### config.mk
export PLATFORM = sky130hd
export DESIGN_NAME = ata_access_sequencer
export DESIGN_NICKNAME = d
export VERILOG_FILES = /design/src/rtl/ata_access_sequencer.sv
export SDC_FILE = /design/constraint.sdc
export NUM_CORES = 1
export LEC_CHECK = 0
export BUFFER_PORTS_ARGS = -buffer_cell sky130_fd_sc_hd__buf_4
export CORE_UTILIZATION = 52
export CTS_CLUSTER_DIAMETER = 200
export DETAILED_ROUTE_END_ITERATION = 6
export GPL_ROUTABILITY_DRIVEN = 0
export PLACE_DENSITY = 0.88
export SLEW_MARGIN = 10
export SYNTH_ARGS = -nofsm -noshare
export SYNTH_HDL_FRONTEND = slang
export SYNTH_SLANG_ARGS = --single-unit
### constraint.sdc
create_clock -name CLK40 -period 2.57 [get_ports CLK40]
set_input_delay 0.3855 -clock CLK40 [delete_from_list [all_inputs] [get_ports CLK40]]
set_output_delay 0.3855 -clock CLK40 [all_outputs]
set_load 0.01 [all_outputs]
### src/rtl/ata_access_sequencer.sv
// rtl/ata_access_sequencer.sv - CPU-to-ATA access sequencer with long-word split and PIO mode register
module ata_access_sequencer #(
    parameter int RECOVERY = 6,
    parameter int TIMEOUT  = 64
) (
    input  logic       CLK40,
    input  logic       RESETn,
    input  logic       TSn,
    input  logic       ATA_SELn,
    input  logic       RnW,
    input  logic [1:0] SIZ,
    input  logic [6:0] A,
    input  logic [1:0] D_CFG,
    input  logic       ATA_TACK,
    output logic       ATA_ENn,
    output logic       ATA_TSn,
    output logic       ATA_RnW,
    output logic       PCS0,
    output logic       PCS1,
    output logic       SCS0,
    output logic       SCS1,
    output logic [2:0] DA,
    output logic       PPIO,
    output logic       SPIO,
    output logic       LATCH_HI,
    output logic       LATCH_LO,
    output logic       WORD_HI,
    output logic       TACKn,
    output logic       TEAn
);

    typedef enum logic [3:0] {
        S_IDLE, S_DECODE, S_CFG, S_START, S_WAIT, S_RECOVER, S_GAP, S_DONE, S_ERR
    } state_t;

    localparam logic [6:0] REC_LAST = 7'(RECOVERY - 1);
    localparam logic [6:0] TO_LAST  = 7'(TIMEOUT - 1);

    state_t     state_q, state_d;
    logic [6:0] a_q, a_d;
    logic       rnw_q, rnw_d;
    logic [1:0] siz_q, siz_d;
    logic [1:0] dcfg_q, dcfg_d;
    logic       long_q, long_d;
    logic       sub2_q, sub2_d;
    logic [6:0] cnt_q, cnt_d;
    logic       ppio_q, ppio_d;
    logic       spio_q, spio_d;

    // bit 3 of the packed address is a spare position and carries no decode
    logic unused_a3;
    assign unused_a3 = a_q[3];

    logic active;
    logic first_half;

    // state and latched-cycle registers; reset returns everything to idle without a termination
    always_ff @(posedge CLK40) begin
        if (!RESETn) begin
            state_q <= S_IDLE;
            a_q     <= '0;
            rnw_q   <= 1'b1;
            siz_q   <= '0;
            dcfg_q  <= '0;
            long_q  <= 1'b0;
            sub2_q  <= 1'b0;
            cnt_q   <= '0;
            ppio_q  <= 1'b0;
            spio_q  <= 1'b0;
        end else begin
            state_q <= state_d;
            a_q     <= a_d;
            rnw_q   <= rnw_d;
            siz_q   <= siz_d;
            dcfg_q  <= dcfg_d;
            long_q  <= long_d;
            sub2_q  <= sub2_d;
            cnt_q   <= cnt_d;
            ppio_q  <= ppio_d;
            spio_q  <= spio_d;
        end
    end

    // next-state: decode, sub-cycle sequencing, timeout and recovery counting
    always_comb begin
        state_d = state_q;
        a_d     = a_q;
        rnw_d   = rnw_q;
        siz_d   = siz_q;
        dcfg_d  = dcfg_q;
        long_d  = long_q;
        sub2_d  = sub2_q;
        cnt_d   = cnt_q;
        ppio_d  = ppio_q;
        spio_d  = spio_q;
        case (state_q)
            S_IDLE: begin
                if (!TSn && !ATA_SELn) begin
                    a_d     = A;
                    rnw_d   = RnW;
                    siz_d   = SIZ;
                    dcfg_d  = D_CFG;
                    state_d = S_DECODE;
                end
            end
            S_DECODE: begin
                sub2_d = 1'b0;
                long_d = 1'b0;
                if (siz_q == 2'b11) begin
                    state_d = S_ERR;
                end else if (a_q[6]) begin
                    state_d = S_CFG;
                end else begin
                    long_d  = (siz_q == 2'b00) && !a_q[4] && (a_q[2:0] == 3'd0);
                    state_d = S_START;
                end
            end
            S_CFG: begin
                if (!rnw_q) begin
                    ppio_d = dcfg_q[1];
                    spio_d = dcfg_q[0];
                end
                state_d = S_DONE;
            end
            S_START: begin
                cnt_d   = '0;
                state_d = S_WAIT;
            end
            S_WAIT: begin
                if (ATA_TACK) begin
                    cnt_d   = '0;
                    state_d = S_RECOVER;
                end else if (cnt_q == TO_LAST) begin
                    state_d = S_ERR;
                end else if (cnt_q != 7'h7f) begin
                    cnt_d = cnt_q + 7'd1;
                end
            end
            S_RECOVER: begin
                if (cnt_q == REC_LAST) begin
                    state_d = (long_q && !sub2_q) ? S_GAP : S_DONE;
                end else begin
                    cnt_d = cnt_q + 7'd1;
                end
            end
            S_GAP: begin
                sub2_d  = 1'b1;
                state_d = S_START;
            end
            S_DONE:  state_d = S_IDLE;
            S_ERR:   state_d = S_IDLE;
            default: state_d = S_IDLE;
        endcase
    end

    // outputs decoded from state; latch strobes follow ATA_TACK while waiting
    always_comb begin
        active     = (state_q == S_START) || (state_q == S_WAIT) || (state_q == S_RECOVER);
        first_half = long_q && !sub2_q;
        ATA_ENn    = !active;
        ATA_TSn    = (state_q != S_START);
        ATA_RnW    = active ? rnw_q : 1'b1;
        PCS0       = active && !a_q[5] && !a_q[4];
        PCS1       = active && !a_q[5] &&  a_q[4];
        SCS0       = active &&  a_q[5] && !a_q[4];
        SCS1       = active &&  a_q[5] &&  a_q[4];
        DA         = active ? a_q[2:0] : 3'd0;
        LATCH_HI   = (state_q == S_WAIT) && ATA_TACK && rnw_q &&  first_half;
        LATCH_LO   = (state_q == S_WAIT) && ATA_TACK && rnw_q && !first_half;
        WORD_HI    = active && first_half;
        TACKn      = (state_q != S_DONE);
        TEAn       = (state_q != S_ERR);
        PPIO       = ppio_q;
        SPIO       = spio_q;
    end

endmodule

==> results.cfg <==
[global_route]
antenna_found_initial = 0
grt.overflow.total = 0
grt_pass1_wl_microns = 5460
grt_max_degree = 25
track_usage_pct = 25.1
grt_pass1_vias = 1223

[sta]
period_minus_slack_ps = 2460
tightest_slew_ps = 649
timing.setup.tns_ps = 0
setup_violations = 0
min_period_over_period_pct = 95.6
finalHoldViolations = 0
fin_skew_ps = 7.61
slew_headroom_pct = 56.7
drv_slew = 0
rsz0062_at_grt = no
fmax_mhz = 407

[cells_and_area]
final_cells = 228
fill_cells = 209
multi_input_area_sq_um = 858
drive_above_1_share_pct = 22.2
finalInstanceArea_sq_um = 1740
final_core_util_pct = 69.1
seq_area_sq_um = 520
finalNetCount = 218
antenna_cells = 0
area_growth_pct = 22.3

[outcome]
status = complete, no violations

[clock_network]
cts_made_buffers = 3
clk_latency_ps = 330
clkSinkCount = 26
clockBufferDepth = 2
postCtsHoldBufs = 0
clk_pin_slew_ps = 150
cts_max_level = 1
cts-root-buf = clkbuf_4
tritoncts = done

[worst_setup_path]
crit_slowest_cell = dfxtp_1
path_delay_family = simple AND/OR/NAND/NOR gates
critPathBufInv = 1
critPathKind = flip-flop to primary output
critical_path.max_stage_delay_ps = 460
worstPathArrival_ps = 2070
path_max_fanout = 12
cp.required_ps = 2180
path_cells = or3b_1, a21oi_2, a31oi_2, or2_2, buf_4
end_kind = primary output
worstSetupStartpointType = flip-flop

[run]
maxCapViolCount = 0

[min_path]
hold_path.class = primary input to flip-flop

[route]
dr.pass1.iters = 4
num_vias = 1359
m1WireLength_microns = 1510
vias_per_cell = 5.96
top_layer = met4
drc_errors = 0
ant_nets = 0
dr_wl_met2_microns = 1720
wl_met3_microns = 167
drt_iter0_drc = 55
detail_route.wl_per_cell_microns = 15.1
wirelength_microns = 3430

[die]
die_w_microns = 54.4
die_area_sq_um = 2950
io_pins = 34
core-area_sq_um = 2520
start_util_pct = 56.5
rows = 18
die_h_microns = 54.4

[logic_synthesis]
syn_inst = 167
synthDistinctLibCells = 40
synth-async-reset-ratio_pct = 0
yosys_warnings = 0
synth-edff-count = 0
synth_most_common_cell = dfxtp_1
synth_top_area_cell = dfxtp_1
syn_nets = 186
synth_top_area_share_pct = 36.5
ys_seq_elements = 26
netlist_top_cells_count = 26 x dfxtp_1, 21 x nor2b_1, 16 x nand2_1
syn-cell-area_sq_um = 1430
synth_area_leaders = dfxtp_1 37%, nor2b_1 9.2%, mux2i_1 9.1%
synthFlopType = dfxtp_1
synth-seq-area-share_pct = 36.5
synth_area_per_cell_sq_um = 8.53

[place]
io_buffers = 32
placedCellCount = 224
place_area_sq_um = 1680
place_hpwl_microns = 2450

[pwr]
vdd_drop_max_v = 0.000481
power_density_nw_per_um2 = 760
leakagePower_nw = 0.709
## flip-flops by register name, summed over array words and instances (netlist names)
name / flops
dcfg_q: 2
siz_q: 2
sub2_q: 1
PPIO: 1
state_q: 4
SPIO: 1
rnw_q: 1
long_q: 1
a_q: 6
cnt_q: 7
## cells by family after synthesis
group | after synthesis | share of synthesized area [%]
AO/OA/AOI/OAI | 31 | 16.2
adder cells (fa/ha/maj) | 2 | 1.76
buffers and inverters | 11 | 3.69
multiplexers | 13 | 9.13
AND/OR/NAND/NOR | 83 | 32.0
flip-flops | 26 | 36.5
XOR/XNOR | 1 | 0.615
## routing by layer
layer	up-vias	track usage, %
met5	-	0
met1	653	32.4
li1	655	-
met4	0	10.3
met2	45	40.9
met3	6	4.44
## cell usage in the layout (no fill, tap or decap), types with 2 or more instances in the layout
cell      count
buf_4        35
dfxtp_1      26
nor2b_1      21
nand2_1      16
mux2i_1      13
nor2_1       11
o21ai_0       8
nand3_1       7
nand3b_1      4
nor3_1        4
o211ai_1      4
inv_1         3
nor3b_1       3
nand2b_1      3
a21oi_1       3
nor4_1        3
o21a_1        3
clkbuf_4      3
nand4_1       2
or3_1         2
or4_1         2
a21boi_0      2
ha_1          2
## layout make-up
cell class              count  share of cell area [%]
flip-flops and latches     26                    29.9
clock buffers               3                    1.29
well taps                  30                    2.15
multi-input cells         130                    49.2
inverters                   3                   0.646
repair buffers             35                    15.1
clock inverters             1                    1.72
## worst reg2reg max path: stages (launching register included)
cell and delay, ps:
dfxtp_1 460, nor2_1 440, nand3b_1 330, o32ai_2 680, o21ai_0 180, a21oi_1 160
## final timing paths
kind	from	cells past startpoint	to	slack, ps
min	RnW	3	rnw_q	260
max	state_q[1]	5	ATA_RnW	110
min reg2reg	long_q	2	long_q	500
max reg2reg	state_q[1]	5	cnt_q[5]	260
## stage by stage
step | hold slack (ps) | power [mW] | setup WS [ps]
2_1_floorplan | 441 | 0.885 | 636
3_3_place_gp | 454 | 0.994 | 446
3_5_place_dp | 479 | 1.02 | 405
4_1_cts | 256 | 1.31 | 32.3
5_1_grt | 265 | 1.39 | 22.6
6_report | 258 | 1.32 | 113
## repair_timing
item | 4_1_cts | 5_1_grt
buffers inserted | 0 | 0
setup endpoints to repair | 0 | 8
gates resized for setup | 0 | 1
## power by group
part           internal (mW)  switching (mW)
registers              0.451          0.0495
clock network          0.158           0.128
logic                  0.226           0.312
No activity file was read; power rests on OpenSTA's default activity.
